[src/rtl/frame_sequencer_pkg.sv]
// hough_pkg: shared state encoding and default geometry for the frame sequencer
package hough_pkg;
   typedef enum logic [1:0] {IDLE, FLUSH, RUN, DONE} seq_state_t;
   localparam int COLS_DEFAULT = 256;
   localparam int INIT_CYCLES_DEFAULT = 3;
endpackage

[src/rtl/frame_sequencer_if.sv]
// frame_sequencer_if: last-stage pipeline handshake plus column sink write port
interface frame_sequencer_if #(parameter int AW = 8);
   logic pipe_init, pipe_req, pipe_rdy, pipe_last, sink_ready, col_we;
   logic [AW-1:0] col_addr;
   modport master(output pipe_init, pipe_req, col_we, col_addr, input pipe_rdy, pipe_last, sink_ready);
   modport slave(input pipe_init, pipe_req, col_we, col_addr, output pipe_rdy, pipe_last, sink_ready);
endinterface

[src/rtl/frame_sequencer_sat_counter.sv]
// sat_counter: clearable up-counter that sticks at all-ones
module sat_counter #(parameter int W = 8) (
   input  logic         clock,
   input  logic         clear,
   input  logic         enable,
   output logic [W-1:0] q
);
   // clear wins over counting; counting stops at the top value
   always_ff @(posedge clock)
      if (clear) q <= '0;
      else if (enable && q != '1) q <= q + 1'b1;
endmodule

[src/rtl/frame_sequencer.sv]
// frame_sequencer: flushes the column pipeline, consumes its columns into the sink and tracks frame statistics
module frame_sequencer import hough_pkg::*; #(
   parameter int COLS = COLS_DEFAULT,
   parameter int AW = $clog2(COLS),
   parameter int INIT_CYCLES = INIT_CYCLES_DEFAULT,
   parameter int TIMEOUT = 1024,
   parameter int CW = 24
) (
   input  logic               clock,
   input  logic               init,
   input  logic               start,
   input  logic               abort,
   input  logic               continuous,
   frame_sequencer_if.master  bus,
   output logic               busy,
   output logic               frame_done,
   output logic [15:0]        frame_count,
   output logic [CW-1:0]      frame_cycles,
   output logic               col_err,
   output logic               timeout
);
   localparam int SW = $clog2(TIMEOUT + 1);
   localparam int FW = $clog2(INIT_CYCLES + 1);
   seq_state_t r_state;
   logic [AW-1:0] r_col_idx;
   logic [FW-1:0] r_flush_cnt;
   logic r_gap;
   logic [SW-1:0] w_stall;
   logic [CW-1:0] w_cycles;
   logic w_run, w_req, w_accept, w_last_col, w_end, w_stall_out, w_to_flush;
   assign w_run = r_state == RUN;
   assign w_req = w_run & bus.sink_ready & ~r_gap;
   assign w_accept = w_req & bus.pipe_rdy;
   assign w_last_col = r_col_idx == AW'(COLS - 1);
   assign w_end = w_accept & (bus.pipe_last | w_last_col);
   assign w_stall_out = w_run & ~w_accept & (w_stall == SW'(TIMEOUT - 1));
   assign w_to_flush = ~abort & ((r_state == IDLE & start) | (r_state == DONE & continuous));
   assign bus.pipe_init = r_state == FLUSH;
   assign bus.pipe_req = w_req;
   assign bus.col_we = w_accept;
   assign bus.col_addr = r_col_idx;
   assign busy = r_state != IDLE;
   assign frame_done = (r_state == DONE) & ~abort;
   sat_counter #(.W(SW)) u_stall (
      .clock(clock), .clear(init | w_to_flush | w_accept), .enable(w_run), .q(w_stall)
   );
   sat_counter #(.W(CW)) u_cycles (
      .clock(clock), .clear(init | w_to_flush), .enable(bus.pipe_init | w_run), .q(w_cycles)
   );
   // frame FSM with column index, accept spacing and per-frame statistics
   always_ff @(posedge clock) begin
      if (init) begin
         r_state <= IDLE;
         r_col_idx <= '0;
         r_flush_cnt <= '0;
         r_gap <= 1'b0;
         frame_count <= '0;
         frame_cycles <= '0;
         col_err <= 1'b0;
         timeout <= 1'b0;
      end else begin
         r_gap <= w_accept;
         if (frame_done) begin
            frame_count <= frame_count + 1'b1;
            frame_cycles <= w_cycles;
         end
         if (w_to_flush) begin
            r_state <= FLUSH;
            r_flush_cnt <= '0;
            r_col_idx <= '0;
            r_gap <= 1'b0;
            col_err <= 1'b0;
            timeout <= 1'b0;
         end else if (abort) r_state <= IDLE;
         else if (r_state == FLUSH) begin
            r_flush_cnt <= r_flush_cnt + 1'b1;
            if (r_flush_cnt == FW'(INIT_CYCLES - 1)) r_state <= RUN;
         end else if (w_run) begin
            if (w_accept) r_col_idx <= r_col_idx + 1'b1;
            if (w_end) begin
               r_state <= DONE;
               col_err <= ~(bus.pipe_last & w_last_col);
            end else if (w_stall_out) begin
               r_state <= IDLE;
               timeout <= 1'b1;
            end
         end else if (r_state == DONE) r_state <= IDLE;
      end
   end
endmodule

[src/flat_wrapper.sv]
// flat-port wrapper written by rule: the top's interface ports become plain ports
module frame_sequencer_flat import hough_pkg::*;
#(
   parameter int COLS = COLS_DEFAULT,
   parameter int AW = $clog2(COLS),
   parameter int INIT_CYCLES = INIT_CYCLES_DEFAULT,
   parameter int TIMEOUT = 1024,
   parameter int CW = 24
)
  (clock, init, start, abort, continuous, busy, frame_done, frame_count, frame_cycles, col_err, timeout, bus_pipe_init, bus_pipe_req, bus_col_we, bus_col_addr, bus_pipe_rdy, bus_pipe_last, bus_sink_ready);
  frame_sequencer_if #(.AW(AW)) bus_i ();
  input  logic clock;
  input  logic init;
  input  logic start;
  input  logic abort;
  input  logic continuous;
  output logic busy;
  output logic frame_done;
  output logic [15:0] frame_count;
  output logic [CW-1:0] frame_cycles;
  output logic col_err;
  output logic timeout;
  output wire logic [$bits(bus_i.pipe_init)-1:0] bus_pipe_init;
  output wire logic [$bits(bus_i.pipe_req)-1:0] bus_pipe_req;
  output wire logic [$bits(bus_i.col_we)-1:0] bus_col_we;
  output wire logic [$bits(bus_i.col_addr)-1:0] bus_col_addr;
  input wire logic [$bits(bus_i.pipe_rdy)-1:0] bus_pipe_rdy;
  input wire logic [$bits(bus_i.pipe_last)-1:0] bus_pipe_last;
  input wire logic [$bits(bus_i.sink_ready)-1:0] bus_sink_ready;
  assign bus_pipe_init = bus_i.pipe_init;
  assign bus_pipe_req = bus_i.pipe_req;
  assign bus_col_we = bus_i.col_we;
  assign bus_col_addr = bus_i.col_addr;
  assign bus_i.pipe_rdy = bus_pipe_rdy;
  assign bus_i.pipe_last = bus_pipe_last;
  assign bus_i.sink_ready = bus_sink_ready;
  frame_sequencer #(.COLS(COLS), .AW(AW), .INIT_CYCLES(INIT_CYCLES), .TIMEOUT(TIMEOUT), .CW(CW)) u_core (.clock(clock), .init(init), .start(start), .abort(abort), .continuous(continuous), .bus(bus_i), .busy(busy), .frame_done(frame_done), .frame_count(frame_count), .frame_cycles(frame_cycles), .col_err(col_err), .timeout(timeout));
endmodule
[config.mk]
export PLATFORM = sky130hd
export DESIGN_NAME = frame_sequencer_flat
export DESIGN_NICKNAME = d
export VERILOG_FILES = /design/src/rtl/frame_sequencer_pkg.sv /design/src/rtl/frame_sequencer_if.sv /design/src/rtl/frame_sequencer_sat_counter.sv /design/src/rtl/frame_sequencer.sv /design/src/flat_wrapper.sv
export SDC_FILE = /design/constraint.sdc
export NUM_CORES = 1
export LEC_CHECK = 0
export ABC_AREA = 0
export CAP_MARGIN = 20
export CORE_MARGIN = 4
export CORE_UTILIZATION = 48
export DETAILED_ROUTE_END_ITERATION = 8
export HOLD_SLACK_MARGIN = 0.15
export PLACE_DENSITY = 0.82
export REMOVE_ABC_BUFFERS = 1
export SLEW_MARGIN = 15
export SYNTH_ARGS = -nofsm -noshare
export SYNTH_HDL_FRONTEND = slang
export SYNTH_SLANG_ARGS = --single-unit
[constraint.sdc]
create_clock -name clock -period 1.8 [get_ports clock]
set_input_delay 0.36 -clock clock [delete_from_list [all_inputs] [get_ports clock]]
set_output_delay 0.36 -clock clock [all_outputs]
set_load 0.02 [all_outputs]
* Word level (Yosys, flattened, before mapping)
Cells that the tools add are included.
** Word-level totals
- Logic and storage cells :: 72
- Output and inout port bits :: 55
- Bits of input ports :: 8
- Flip-flop bits (word level) :: 90
** Operators by class
- Reductions and logical operators :: 14
- Equal/unequal tests :: 12
- Bitwise gates (word level) :: 22
- Mux-type cells :: 8
- Add/sub/neg operators :: 5
** Operator list (number)
- 24-bit by 1-bit adder with 24-bit output, second input constant :: 1
- 24-bit inequality test, second input constant :: 1
- 16-bit by 1-bit adder with 16-bit output, second input constant :: 1
- 2-bit 2-to-1 mux :: 6
- 11-bit by 1-bit adder with 11-bit output, second input constant :: 1
- 1-bit bitwise AND :: 11
- 11-bit by 10-bit equality test with 1-bit output, second input constant :: 1
- 11-bit inequality test, second input constant :: 1
- 8-bit by 1-bit adder with 8-bit output, second input constant :: 1
- 8-bit equality test, second input constant :: 1
- 4-bit AND reduction :: 2
- 2-bit equality test, second input constant :: 3
- 6-bit by 2-bit inequality test with 1-bit output, second input constant :: 1
- 1-bit NOT :: 6
- 3-bit AND reduction :: 2
- 1-bit bitwise OR :: 5
- 5-bit AND reduction :: 1
- 5-bit nonzero test :: 1
- 4-bit by 1-bit inequality test with 1-bit output, second input constant :: 1
- 4-bit inequality test, second input constant :: 1
- 3-bit nonzero test :: 1
- 3-bit OR reduction :: 1
- 2-bit by 1-bit adder with 2-bit output, second input constant :: 1
- 2-bit by 1-bit equality test with 1-bit output, second input constant :: 1
- other kinds (7) :: 9

* Longest topological paths before layout
- Depth after elaboration :: 13
- Depth in mapped cells :: 8

* Cells and area by module
From an unflattened synthesis, not the netlist that was laid out.
** Unflattened totals
- Cell total of the unflattened synthesis :: 480
- Area total of the unflattened synthesis :: 4157.7 um^2
** Modules (own cells, without submodules)
- frame_sequencer :: area an instance 2403.6 um^2, instances 1, cells an instance 285, sequential area each 1101.1 um^2
- sat_counter at u_core.u_cycles :: area an instance 1204.9 um^2, instances 1, cells an instance 141, sequential area each 480.5 um^2
- sat_counter at u_core.u_stall :: area an instance 549.3 um^2, instances 1, cells an instance 54, sequential area each 220.2 um^2

* Worst setup path after synthesis
OpenSTA, ideal clock, no wires.
- Path type :: register to register
- From :: register u_core.r_state[0]
- To :: register u_core.r_state[0]
- Slack :: -259 ps
- Arrival time :: 1939 ps
- Stages on the path, launching flop included :: 9
- Period minus slack after synthesis :: 2059 ps
- Path through :: dfxtp_1 inv_1 ha_1 buf_2 nand4b_1 inv_1 o41a_1 a31o_2 mux2i_1
** On the way
- Cells in the longest elaborated chain, start to end :: 10
** Ends and longest elaborated chain
- from (decl) :: RTL line frame_sequencer.sv:24 : seq_state_t r_state;
- from (signal assigned) :: RTL line frame_sequencer.sv:53 : r_state <= IDLE;
- from (signal assigned) :: RTL line frame_sequencer.sv:68 : r_state <= FLUSH;
- from (signal assigned) :: RTL line frame_sequencer.sv:74 : end else if (abort) r_state <= IDLE;
- 2-bit equality test * :: RTL line frame_sequencer.sv:31 : assign w_run = r_state == RUN;
- 1-bit bitwise AND * (2 in a row) :: RTL line frame_sequencer.sv:32 : assign w_req = w_run & bus.sink_ready & ~r_gap;
- 1-bit bitwise AND * :: RTL line frame_sequencer.sv:33 : assign w_accept = w_req & bus.pipe_rdy;
- net bus_col_we :: RTL line flat_wrapper.sv:25 : output wire logic [$bits(bus_i.col_we)-1:0] bus_col_we;
- 1-bit bitwise AND :: RTL line frame_sequencer.sv:35 : assign w_end = w_accept & (bus.pipe_last | w_last_col);
- 2-bit 2-to-1 mux :: RTL line frame_sequencer.sv:80 : if (w_end) begin
- 2-bit 2-to-1 mux :: RTL line frame_sequencer.sv:78 : end else if (w_run) begin
- 2-bit 2-to-1 mux :: RTL line frame_sequencer.sv:75 : else if (r_state == FLUSH) begin
- 1-bit 2-to-1 mux :: RTL line frame_sequencer.sv:74
- 1-bit 2-to-1 mux :: RTL line frame_sequencer.sv:67 : if (w_to_flush) begin
Mark *: on every way through the listed nets, which the timed path passes. The rest lies on a longest branch.
A chain may end at the register's enable or synchronous reset.

* Worst setup path in the final report
- From :: register u_core.u_cycles.q[20]
- To :: register u_core.u_cycles.q[1]
** On the way
- Cells in the longest elaborated chain, start to end :: 2
** Ends and longest elaborated chain
- from (decl) :: RTL line frame_sequencer_sat_counter.sv:6 : output logic [W-1:0] q
- from (signal assigned) :: RTL line frame_sequencer_sat_counter.sv:11 : else if (enable && q != '1) q <= q + 1'b1;
- 24-bit inequality test :: RTL line frame_sequencer_sat_counter.sv:11
- 1-bit logical AND :: RTL line frame_sequencer_sat_counter.sv:11
Every way passes these cells.

==> results.sh <==
export IMPL_finClkSkew_ns=0.00942
export IMPL_fill_cells=635
export IMPL_crit_type="reg -> reg"
export IMPL_pre_cts_ws_ns=-0.317
export IMPL_place_area_um2=5150
export IMPL_hpwl_mm=6.98
export IMPL_fin_ws_ns=0.00275
export IMPL_finalHoldViolations=0
export IMPL_cp_end_kind="register"
export IMPL_async_flop_share_pct=0
export IMPL_vias=3789
export IMPL_area_delta_synth_final_pct=37.7
export IMPL_avgViaCountPerCell=5.36
export IMPL_ant_nets=0
export IMPL_cts_max_path_buffers=2
export IMPL_multi_input_area_um2=2230
export IMPL_outcome="finished, final reports clean"
export IMPL_fmax_mhz=556
export IMPL_clock_latency_ns=0.36
export IMPL_avgSynthCellArea_um2=8.37
export IMPL_cts_buffers=9
export IMPL_row_count=33
export IMPL_drv_cap=0
export IMPL_cellPowerDensity_nw_per_um2=627
export IMPL_netlist_instances=481
export IMPL_clkSinkCount=90
export IMPL_die_w_um=99.6
export IMPL_leakage_nw=2.16
export IMPL_synthTopCellsByArea="dfxtp_1, nand2_1, nor2_1"
export IMPL_ys_seq_area_share_pct=44.7
export IMPL_drive_above_1_share_pct=21.4
export IMPL_wire_per_inst_um=14.1
export IMPL_yosys_warnings=0
export IMPL_fin_cells=707
export IMPL_nets=617
export IMPL_syn_cell_area_um2=4030
export IMPL_gp_congestion=0.894
export IMPL_stdcell_area_um2=5550
export IMPL_htreeDepth=3
export IMPL_antenna_found_initial=0
export IMPL_routed_wl_mm=10.0
export IMPL_ys_ff_latch=90
export IMPL_arrival_ns=2.05
export IMPL_final_util_pct=67.8
export IMPL_coreArea_um2=8180
export IMPL_ir_drop_v=0.000480
export IMPL_yosys_area_top_type="dfxtp_1"
export IMPL_root_buffer="clkbuf_8"
export IMPL_crit_fanout=6
export IMPL_hold_class="reg -> reg"
export IMPL_grt_overflow=0
export IMPL_die_h_um=99.6
export IMPL_dieArea_um2=9920
export IMPL_io_pins=63
export IMPL_drtPass1Iterations=4
export IMPL_cts_tree="built"
export IMPL_numPlacedInstances=690
export IMPL_path_clk_slew_ns=0.08
export IMPL_io_buffer_count=62
export IMPL_track_usage_pct=20.2
export IMPL_yosysTopAreaCellShare_pct=44.7
export IMPL_yosysUniqueCellTypes=50
export IMPL_max_slew_margin_rel_pct=69.6
export IMPL_grt_pass1_vias=3777
export IMPL_drc=0
export IMPL_cp_required_ns=2.06
export IMPL_fin_setup_tns_ns=0
export IMPL_grt_max_degree=44
export IMPL_grt_pass1_wl_mm=16.5
export IMPL_synth_edf_count=0
export IMPL_synth_flop_cell="dfxtp_1"
export IMPL_drt_iter0_markers=121
export IMPL_seqCellArea_um2=1820
export IMPL_initial_core_util_pct=49.3
export IMPL_final_period_utilization_pct=99.8
export IMPL_tightest_slew_ns=0.457
export IMPL_start_kind="register"
export IMPL_drv_slew=0
export IMPL_min_period_ns=1.80
export IMPL_rsz0062_at_grt="true"
export IMPL_n_antenna_cell=0
export IMPL_setup_viol=0
## state kept, by name, summed over array words and instances (netlist names)
signal / count
u_core.timeout: 1
u_core.bus.col_addr: 8
u_core.frame_cycles: 24
u_core.col_err: 1
u_core.r_gap: 1
u_core.frame_count: 16
u_core.u_stall.q: 11
u_core.r_state: 2
u_core.r_flush_cnt: 2
u_core.u_cycles.q: 24
## area by class of cell
type                    instances  area share [%]
flip-flops and latches         90            32.8
clock inverters                 3           0.722
well taps                     105            2.37
inverters                      16            1.17
multi-input cells             355            40.2
repair buffers                126            20.1
clock buffers                  12            2.62
## per-stage QoR
step	hold slack (ns)	total power, W
2_1_floorplan	0.429	0.00210
3_3_place_gp	0.443	0.00217
3_5_place_dp	0.447	0.00218
4_1_cts	0.460	0.00349
5_1_grt	0.479	0.00361
6_report	0.459	0.00347
## layer usage
layer | part of all wire [%] | vias to the layer above | track usage, %
met4 | 2.6 | 0 | 9.56
met3 | 3.6 | 19 | 3.37
met2 | 51 | 74 | 35.5
met1 | 43 | 1817 | 23.8
li1 | - | 1879 | -
met5 | 0 | - | 0
## synthesized netlist by cell type, types with 3 or more instances
cell	count
a211oi_1	3
a21oi_1	39
and4_1	3
buf_2	3
clkbuf_1	14
dfxtp_1	90
ha_1	11
inv_1	16
mux2i_1	4
nand2_1	72
nand3_1	21
nand4_1	13
nand4_2	3
nor2_1	66
nor2b_1	3
nor3_1	8
nor4_1	8
o21ai_0	14
o21ai_1	3
or3_1	12
xnor2_1	15
xor2_1	27
## final timing paths
| check | slack [ns] | from | endpoint | cells after the start |
|---|---|---|---|---|
| hold / removal | 0.46 | u_core.frame_cycles[16] | u_core.frame_cycles[16] | 2 |
| setup reg to reg | 0.003 | u_core.u_cycles.q[20] | u_core.u_cycles.q[1] | 5 |
| hold reg to reg | 0.46 | u_core.frame_cycles[16] | u_core.frame_cycles[16] | 2 |
| setup / recovery | 0.003 | u_core.u_cycles.q[20] | u_core.u_cycles.q[1] | 5 |
## critical path, cell delays in order, from the launching register on
cell     delay, ns
dfxtp_1       0.33
nand4_1       0.20
or4_4         0.59
o21ai_1       0.30
mux2i_1       0.23
nor2_1        0.05
## timing repair
item,in CTS,in global routing
endpoints found under the setup margin,50,61
pin swaps,5,18
endpoints found under the hold margin,0,0
resized for setup,36,44
gates cloned,0,0
hold buffers,0,0
buffers inserted,0,2
## power breakdown
part / switching [W] / internal, W / leakage, nW
logic: 0.0000825 / 0.0000625 / 1.33
clock network: 0.000667 / 0.000669 / 0.0962
registers: 0.00000332 / 0.00199 / 0.731
## cells by family after synthesis
kind of cell / synth area share (%)
AOI/OAI and AO/OA: 11.2
xor gates and xnor gates: 9.13
adders and majority gates: 3.42
buffers and inverters: 3.82
DFF: 44.7
muxes: 1.27
and+or+nand+nor: 26.4
## cells in the final DEF, fill, tap and decap left out, types with 4 or more instances in the layout
cell type	instances
a21oi_1	38
buf_4	62
clkbuf_8	10
clkdlybuf4s50_1	43
dfxtp_1	79
dfxtp_2	9
dlygate4sd2_1	6
dlymetal6s2s_1	9
ha_1	6
inv_1	13
mux2i_1	4
nand2_1	72
nand3_1	17
nand3_2	4
nand4_1	13
nor2_1	65
nor3_1	6
nor4_1	5
o21ai_0	11
o21ai_1	6
or3_1	10
xnor2_1	15
xor2_1	27
Note: power is estimated with default switching activity, not from simulation.
